==> config.mk <==
export PLATFORM = sky130hd
export DESIGN_NAME = video_scan_out
export DESIGN_NICKNAME = d
export VERILOG_FILES = /design/src/rtl/video_scan_out.sv
export SDC_FILE = /design/constraint.sdc
export NUM_CORES = 1
export LEC_CHECK = 0
export BUFFER_PORTS_ARGS = -buffer_cell sky130_fd_sc_hd__buf_2
export CORE_ASPECT_RATIO = 1.2
export CORE_MARGIN = 1
export CORE_UTILIZATION = 36
export DETAILED_ROUTE_END_ITERATION = 10
export PLACE_DENSITY_LB_ADDON = 0.3
export SYNTH_ARGS = -nofsm -noshare
export SYNTH_HDL_FRONTEND = slang
export SYNTH_SLANG_ARGS = --single-unit
==> constraint.sdc <==
create_clock -name clk -period 1.81 [get_ports clk]
set_input_delay 0.362 -clock clk [delete_from_list [all_inputs] [get_ports clk]]
set_output_delay 0.362 -clock clk [all_outputs]
set_load 0.01 [all_outputs]
==> src/rtl/video_scan_out.sv <==
// video_scan_out: raster timing generator and blank-gated, sync-aligned video output stage
module video_scan_out #(
    parameter int H_DISPLAY = 256,
    parameter int H_FRONT   = 7,
    parameter int H_SYNC    = 23,
    parameter int H_BACK    = 23,
    parameter int V_DISPLAY = 240,
    parameter int V_BOTTOM  = 14,
    parameter int V_SYNC    = 3,
    parameter int V_TOP     = 5,
    parameter int PIPE      = 1
) (
    input  logic       clk,
    input  logic       reset,
    input  logic [3:0] rgb_in,
    output logic [8:0] hpos,
    output logic [8:0] vpos,
    output logic       display_on,
    output logic       line_start,
    output logic       frame_start,
    output logic [7:0] frame_cnt,
    output logic       hsync,
    output logic       vsync,
    output logic [3:0] rgb_out
);
    localparam logic [8:0] H_LAST   = 9'(H_DISPLAY + H_FRONT + H_SYNC + H_BACK - 1);
    localparam logic [8:0] V_LAST   = 9'(V_DISPLAY + V_BOTTOM + V_SYNC + V_TOP - 1);
    localparam logic [8:0] H_VIS    = 9'(H_DISPLAY);
    localparam logic [8:0] V_VIS    = 9'(V_DISPLAY);
    localparam logic [8:0] HS_FIRST = 9'(H_DISPLAY + H_FRONT);
    localparam logic [8:0] HS_LAST  = 9'(H_DISPLAY + H_FRONT + H_SYNC - 1);
    localparam logic [8:0] VS_FIRST = 9'(V_DISPLAY + V_BOTTOM);
    localparam logic [8:0] VS_LAST  = 9'(V_DISPLAY + V_BOTTOM + V_SYNC - 1);

    logic       hsRaw;
    logic       vsRaw;
    logic [2:0] tail;

    assign display_on  = (hpos < H_VIS) && (vpos < V_VIS);
    assign line_start  = (hpos == 9'd0);
    assign frame_start = (hpos == 9'd0) && (vpos == 9'd0);
    assign hsRaw       = (hpos >= HS_FIRST) && (hpos <= HS_LAST);
    assign vsRaw       = (vpos >= VS_FIRST) && (vpos <= VS_LAST);

    // Raster counters; frame count advances on the same edge both counters wrap
    always_ff @(posedge clk) begin
        if (reset) begin
            hpos      <= '0;
            vpos      <= '0;
            frame_cnt <= '0;
        end else begin
            hpos <= (hpos == H_LAST) ? 9'd0 : hpos + 9'd1;
            if (hpos == H_LAST) begin
                vpos <= (vpos == V_LAST) ? 9'd0 : vpos + 9'd1;
                if (vpos == V_LAST) frame_cnt <= frame_cnt + 8'd1;
            end
        end
    end

    generate
        if (PIPE > 0) begin : gDelay
            logic [2:0] dly [PIPE];
            // Delay sync and blank flags to match the latency of the layer pipeline
            always_ff @(posedge clk) begin
                if (reset) begin
                    dly <= '{default: '0};
                end else begin
                    dly[0] <= {hsRaw, vsRaw, display_on};
                    for (int k = PIPE - 1; k > 0; k--) dly[k] <= dly[k-1];
                end
            end
            assign tail = dly[PIPE-1];
        end else begin : gDirect
            assign tail = {hsRaw, vsRaw, display_on};
        end
    endgenerate

    // Shared output register keeps sync and colour on the same pixel
    always_ff @(posedge clk) begin
        if (reset) begin
            hsync   <= 1'b0;
            vsync   <= 1'b0;
            rgb_out <= 4'b0000;
        end else begin
            hsync   <= tail[2];
            vsync   <= tail[1];
            rgb_out <= tail[0] ? rgb_in : 4'b0000;
        end
    end
endmodule

Yosys cells after proc, flatten, opt, wreduce, memory -nomap -nowiden --
Index checks and enable logic that the tools add are counted.
Cells by class: equality and inequality tests 2, $add $sub $neg 3, multiplexer cells 1, bitwise logic cells 1, order comparisons 6, reduce and logical (&&, ||, !) cells 9
Operators by type and width (count):
- $add 9x1->9 const B | 2
- $eq 9x9->1 const B | 2
- $le 9x9->1 const B | 2
- $logic_not 9->1 | 2
- $ge 9x8->1 const B | 1
- $ge 9x9->1 const B | 1
- $lt 9x8->1 const B | 1
- $lt 9x9->1 const B | 1
- $mux 9 | 1
- $add 8x1->8 const B | 1
- $logic_and 1x1->1 | 4
- $reduce_or 2->1 | 2
- $reduce_and 2->1 | 1
- $not 1->1 | 1
Word-level totals: output and inout port bits 35, bits of input ports 6, logic and storage cells 29, flip-flop bits (word level) 35

Logic depth before layout (Yosys ltp) --
Gate-level depths: netlist of run 1.
depth after elaboration 2, mapped depth 7, depth with buffers taken out 6

Worst setup path before layout of run 1 --
Ideal clock, no wire load.
kind reg-to-reg, from register hpos[3], to register vpos[8], data required time 1.740 ns, slack -0.114 ns, data arrival time 1.854 ns, path buffers 2, cell stages (with the launch flop) 7, cell sequence dfxtp_1 buf_6 or4b_1 buf_2 or3_4 or3_1 a21oi_1
Between the ends: word-level cells in the longest chain between the ends 1
Ends and longest elaborated chain:
- start: declaration | line 16 | output logic [8:0] hpos,
- start signal: assignment | line 52 | hpos <= (hpos == H_LAST) ? 9'd0 : hpos + 9'd1;
- $eq 9x9->1 | line 53 | if (hpos == H_LAST) begin
- end signal: assignment | line 54 | vpos <= (vpos == V_LAST) ? 9'd0 : vpos + 9'd1;
- end: declaration | line 17 | output logic [8:0] vpos,
No other way between the ends. A chain may end at the register's enable or synchronous reset.

Worst setup path after layout of run 1 --
from register vpos[5], to output frame_start
Between the ends: word-level cells in the longest chain between the ends 2
Ends and longest elaborated chain:
- $logic_not 9->1 | line 41 | assign frame_start = (hpos == 9'd0) && (vpos == 9'd0);
- $logic_and 1x1->1 | line 41
- end: declaration | line 20 | output logic frame_start,
No other way between the ends.

==> results.sh, run 1 <==
export IMPL_status="complete, but fails checks"
export IMPL_violations="negative setup slack"
export IMPL_grt_max_degree=18
export IMPL_placed_cell_area_sq_mm=0.00199
export IMPL_p_clk_frac=0.451
export IMPL_cts_buffers=5
export IMPL_maxSlewHeadroom=0.743
export IMPL_dr_first_iter_drc_count=115
export IMPL_switching_power_uw=365
export IMPL_fin_worst_skew_ns=0.00890
export IMPL_clkSinkCount=35
export IMPL_dp_cells=290
export IMPL_end_kind="output pin"
export IMPL_timing_final_crit_period_ns=1.99
export IMPL_antenna_found_initial=0
export IMPL_powerDensity_mw_per_mm2=717
export IMPL_holdWs_ns=0.266
export IMPL_grt_pass1_vias=1306
export IMPL_p_comb_frac=0.058
export IMPL_avgSynthCellArea_sq_um=8.84
export IMPL_synthToLayoutAreaGrowth_pct=38.9
export IMPL_hold_path_class="in -> reg"
export IMPL_die_area_sq_mm=0.00472
export IMPL_grt_busiest_layer="met2"
export IMPL_firstDrtPassIters=4
export IMPL_synth_cell_types=35
export IMPL_final_cell_area_sq_mm=0.00222
export IMPL_synth_flop_cell="dfxtp_1"
export IMPL_drive_gt1_frac=0.402
export IMPL_final_cell_mix="buf_2, nor2_1, dfxtp_1, buf_4"
export IMPL_avgRoutedWirePerCell_um=12.8
export IMPL_wirelength_mm=3.90
export IMPL_final_setup_tns_ns=-0.177
export IMPL_ys_seq_area_frac=0.438
export IMPL_setup_ws_ns=-0.177
export IMPL_yosysTopAreaCell="dfxtp_1"
export IMPL_maxSlewViolCount=0
export IMPL_fmax_ghz=0.503
export IMPL_vias=1503
export IMPL_gr_usage_met1=0.204
export IMPL_die_x_um=62.9
export IMPL_use_met3=0.0530
export IMPL_critPathKind="reg -> out"
export IMPL_final_common_cell="buf_2"
export IMPL_io_pins=41
export IMPL_drc_errors=0
export IMPL_htree_levels=2
export IMPL_synth_area_top_cells="dfxtp_1, nor2_1, xnor2_1, ha_1, nand3_1"
export IMPL_cap_violations=0
export IMPL_power_mw=1.60
export IMPL_pre_cts_ws_ns=0.0159
export IMPL_gp_congestion=0.804
export IMPL_cp_start_kind="flip-flop"
export IMPL_cts_hold_buf=0
export IMPL_sequentialPowerShare=0.491
export IMPL_floorplan_initialDensity=0.376
export IMPL_path_max_fanout=2
export IMPL_fp_coreArea_sq_mm=0.00426
export IMPL_final_cells=305
export IMPL_syn_nets=194
export IMPL_gr_total_overflow=0
export IMPL_track_usage=0.169
export IMPL_cts_root_buf="clkbuf_8"
export IMPL_ys_ff_latch=35
export IMPL_tightest_slew_ns=0.382
export IMPL_setup_violations=1
export IMPL_clkTransAtPathRegs_ns=0.07
export IMPL_grt_pass1_wl_mm=6.04
export IMPL_fin_crit_sh=1.10
export IMPL_clockBufferDepth=2
export IMPL_port_buffers=40
export IMPL_required_ns=1.45
export IMPL_p_sw_frac=0.229
export IMPL_synth_cells=181
export IMPL_hold_viol_final=0
export IMPL_vias_per_cell=4.93
export IMPL_synthesis_area_sq_mm=0.00160
export IMPL_clkLatencyLatePin_ns=0.30
export IMPL_nets=261
export IMPL_p_int_mw=1.23
export IMPL_peakVddDrop_uv=364
export IMPL_fp_row_count=26
export IMPL_ys_warn_count=0
export IMPL_synthDominantCellAreaShare=0.438
export IMPL_synthArstFlopShare=0
export IMPL_final_util=0.522
export IMPL_p_leak_nw=0.952
export IMPL_fp_dieH_um=75.0
export IMPL_antenna_cells=0
export IMPL_dp_hpwl_mm=2.70
export IMPL_synth_edff_count=0
export IMPL_grt_use_met2=0.274
export IMPL_tritoncts="built"
export IMPL_rsz0062_at_grt="yes"
export IMPL_antenna_left=0
export IMPL_critPathArrivalTime_ns=1.63
what timing repair did:
| item | 4_1_cts | 5_1_grt |
|---|---|---|
| cloned | 0 | 0 |
| buffers inserted | 2 | 5 |
| endpoints found under the hold margin | 0 | 0 |
| resized for setup | 9 | 11 |
| pin swaps | 3 | 4 |
| setup endpoints to repair | 5 | 7 |
cell usage after synthesis (2+ instances only):
library cell / n
dfxtp_1: 35
nor2_1: 28
nand3_1: 11
xnor2_1: 11
a21oi_1: 9
inv_1: 9
ha_1: 7
nand4_1: 7
clkbuf_1: 6
nand2_1: 5
nor3_1: 5
and2_1: 4
nor2b_1: 4
nor4_1: 4
o21ai_0: 4
or3_1: 4
or4_1: 4
xor2_1: 4
and4_1: 2
nor4b_1: 2
o31ai_1: 2
power groups by stage:
stage                     Clock, mW  Sequential, mW  Combinational (mW)
after global routing          0.773           0.784               0.103
final                         0.719           0.784              0.0929
after detailed placement          0           0.801              0.0913
after floorplan                   0           0.809              0.0442
after CTS                     0.734           0.783              0.0921
after global placement            0           0.801              0.0916
final timing paths:
| kind | startpoint | slack (ns) | endpoint | cells past startpoint |
|---|---|---|---|---|
| setup / recovery | vpos[5]$_SDFFE_PP0N_ | -0.18 | frame_start | 4 |
| hold / removal | rgb_in[2] | 0.27 | rgb_out[2]$_SDFF_PP0_ | 2 |
| setup reg to reg | hpos[1]$_SDFF_PP0_ | 0.04 | frame_cnt[6]$_SDFFE_PP0P_ | 7 |
| hold reg to reg | gDelay.dly[2]$_SDFF_PP0_ | 0.45 | hsync$_SDFF_PP0_ | 1 |
worst max-delay path, stage by stage, from the launching register on:
cell and delay (ns):
dfxtp_2 0.32, or4_4 0.55, nor3_4 0.13, and4b_1 0.21, buf_2 0.13
routing by layer:
layer / up-vias / wire length, um
li1: 760 / -
met1: 686 / 1760
met2: 47 / 1880
met3: 10 / 172
met4: 0 / 82
met5: - / 0
cells by family after synthesis:
family          after synthesis  share of synthesized area
flops                        35                      0.438
xor+xnor                     15                     0.0821
buf+inv                      17                     0.0453
simple gates                 89                      0.311
fa+ha+maj                     7                     0.0547
mux                           2                     0.0133
compound gates               16                     0.0555
layout make-up:
class | count | area [sq um]
fill | 416 | 2040
tap | 56 | 70.1
multi-input combinational | 129 | 882
clock inverter | 3 | 43.8
sequential | 35 | 711
clock buffer | 5 | 68.8
inverter | 9 | 33.8
timing repair buffer | 68 | 414
flip-flops by register name (all words and copies together) (netlist names):
name        cells
frame_cnt       8
gDelay.dly      3
hpos            9
hsync           1
rgb_out         4
vpos            9
vsync           1
Power figures use the tool's default switching activity.
==> run 2, diff against run 1 <==
--- a/config.mk
+++ b/config.mk
@@ -6,7 +6,7 @@
 export NUM_CORES = 1
 export LEC_CHECK = 0
 export BUFFER_PORTS_ARGS = -buffer_cell sky130_fd_sc_hd__buf_2
-export CORE_ASPECT_RATIO = 1.2
+export CORE_ASPECT_RATIO = 0.75
 export CORE_MARGIN = 1
 export CORE_UTILIZATION = 36
 export DETAILED_ROUTE_END_ITERATION = 10
==> results.sh, run 2 (synthesized netlist as in run 1, its figures left out) <==
export IMPL_ff2ff_path_depth=5
export IMPL_clockBufferDepth=2
export IMPL_drive_gt1_frac=0.444
export IMPL_hold_path_class="in -> reg"
export IMPL_required_ns=1.45
export IMPL_path_cells="or4_4 -> nor3_4 -> and4b_1 -> buf_2"
export IMPL_cp_num_buf_inv=1
export IMPL_wirelength_mm=4.34
export IMPL_fin_crit_sh=1.10
export IMPL_fp_dieH_um=59.7
export IMPL_end_kind="output pin"
export IMPL_antenna_found_initial=0
export IMPL_avgRoutedWirePerCell_um=13.9
export IMPL_status="complete, but fails checks"
export IMPL_cts_buffers=5
export IMPL_die_x_um=79.0
export IMPL_vias_per_cell=5.06
export IMPL_powerDensity_mw_per_mm2=682
export IMPL_fmax_ghz=0.504
export IMPL_largest_registers="hpos: 9 flops, vpos: 9 flops, frame_cnt: 8 flops"
export IMPL_final_cell_mix="buf_2, buf_4, nor2_1, dfxtp_1"
export IMPL_hold_viol_final=0
export IMPL_clkTransAtPathRegs_ns=0.08
export IMPL_p_leak_nw=0.999
export IMPL_gr_usage_met1=0.261
export IMPL_dp_hpwl_mm=2.83
export IMPL_clkSinkCount=35
export IMPL_nets=269
export IMPL_grt_pass1_vias=1418
export IMPL_use_met3=0.0473
export IMPL_slowest_delay_ns=0.54
export IMPL_regToRegSetupSlack_ns=0.01
export IMPL_floorplan_initialDensity=0.385
export IMPL_final_cells=312
export IMPL_peakVddDrop_uv=437
export IMPL_rsz0062_at_grt="yes"
export IMPL_grt_pass1_wl_mm=6.59
export IMPL_cts_root_buf="clkbuf_8"
export IMPL_grt_busiest_layer="met2"
export IMPL_violations="negative setup slack"
export IMPL_crit_family="simple AND/OR/NAND/NOR gates"
export IMPL_dp_cells=295
export IMPL_setup_violations=1
export IMPL_vias=1578
export IMPL_critPathKind="reg -> out"
export IMPL_antenna_left=0
export IMPL_grt_use_met2=0.264
export IMPL_fp_row_count=20
export IMPL_critPathArrivalTime_ns=1.62
export IMPL_grt_max_degree=18
export IMPL_setup_ws_ns=-0.175
export IMPL_drc_errors=0
export IMPL_tritoncts="built"
export IMPL_tightest_slew_ns=0.381
export IMPL_fin_worst_skew_ns=0.0135
export IMPL_min_path_cells=2
export IMPL_htree_levels=2
export IMPL_final_common_cell="buf_2"
export IMPL_cp_depth=4
export IMPL_fp_coreArea_sq_mm=0.00415
export IMPL_gr_total_overflow=0
export IMPL_antenna_cells=0
export IMPL_path_max_fanout=2
export IMPL_maxSlewViolCount=0
export IMPL_port_buffers=40
export IMPL_io_pins=41
export IMPL_die_area_sq_mm=0.00472
export IMPL_synthToLayoutAreaGrowth_pct=46.5
export IMPL_cp_start_kind="flip-flop"
export IMPL_dr_first_iter_drc_count=53
export IMPL_timing_final_crit_period_ns=1.98
export IMPL_cap_violations=0
export IMPL_clkLatencyLatePin_ns=0.30
export IMPL_maxSlewHeadroom=0.744
export IMPL_cp_slowest_cell="or4_4"
export IMPL_gp_congestion=0.881
export IMPL_track_usage=0.185
export IMPL_firstDrtPassIters=4
export IMPL_final_util=0.564
==> run 2: path summary, 6_finish.rpt <==
| kind | from | to |
|---|---|---|
| hold reg to reg | gDelay.dly[2]$_SDFF_PP0_ | hsync$_SDFF_PP0_ |
| setup / recovery | vpos[7]$_SDFFE_PP0N_ | frame_start |
| hold / removal | rgb_in[1] | rgb_out[1]$_SDFF_PP0_ |
| setup reg to reg | hpos[7]$_SDFF_PP0_ | vpos[8]$_SDFFE_PP0N_ |
==> run 2: area by class of cell <==
cell class,instances,area [sq um]
inverters,9,33.8
clock buffers,5,68.8
repair buffers,76,485
multi-input cells,129,930
well taps,55,68.8
flip-flops and latches,35,714
fillers,411,1810
clock inverters,3,43.8
==> run 2: metrics by stage <==
| stage | setup slack [ns] | setup TNS [ns] | power [mW] | hold slack [ns] | area (sq um) |
|---|---|---|---|---|---|
| detailed placement | -0.0353 | -0.0623 | 0.896 | 0.426 | 2040 |
| CTS | -0.220 | -0.220 | 1.61 | 0.256 | 2230 |
| global route | -0.222 | -0.412 | 1.67 | 0.251 | 2340 |
| global placement | -0.0246 | -0.0246 | 0.895 | 0.418 | 2040 |
| finish | -0.175 | -0.175 | 1.60 | 0.261 | 2340 |
| floorplan | -0.111 | -0.111 | 0.854 | 0.414 | 1610 |
==> run 2: worst register-to-register path: stages, from the launching register on <==
cell	delay, ns
dfxtp_2	0.34
buf_6	0.12
or4b_4	0.47
or3_4	0.35
or3_1	0.35
a21oi_1	0.12
==> run 2: what timing repair did <==
action                     CTS  global route
pin swaps                    5            14
hold buffers                 0             0
gates resized for setup     10            22
setup endpoints to repair    5            18
buffers inserted             6             3
==> run 2: where the power goes <==
group / total (mW) / switching [mW] / internal [mW]
Clock: 0.718 / 0.308 / 0.410
Sequential: 0.783 / 0.00465 / 0.778
Combinational: 0.0981 / 0.0542 / 0.0439
==> run 2: routing by layer <==
metal / part of all wire / routed length, um
met5: 0 / 0
met4: 0.012 / 51
met3: 0.053 / 228
met2: 0.45 / 1960
met1: 0.49 / 2110
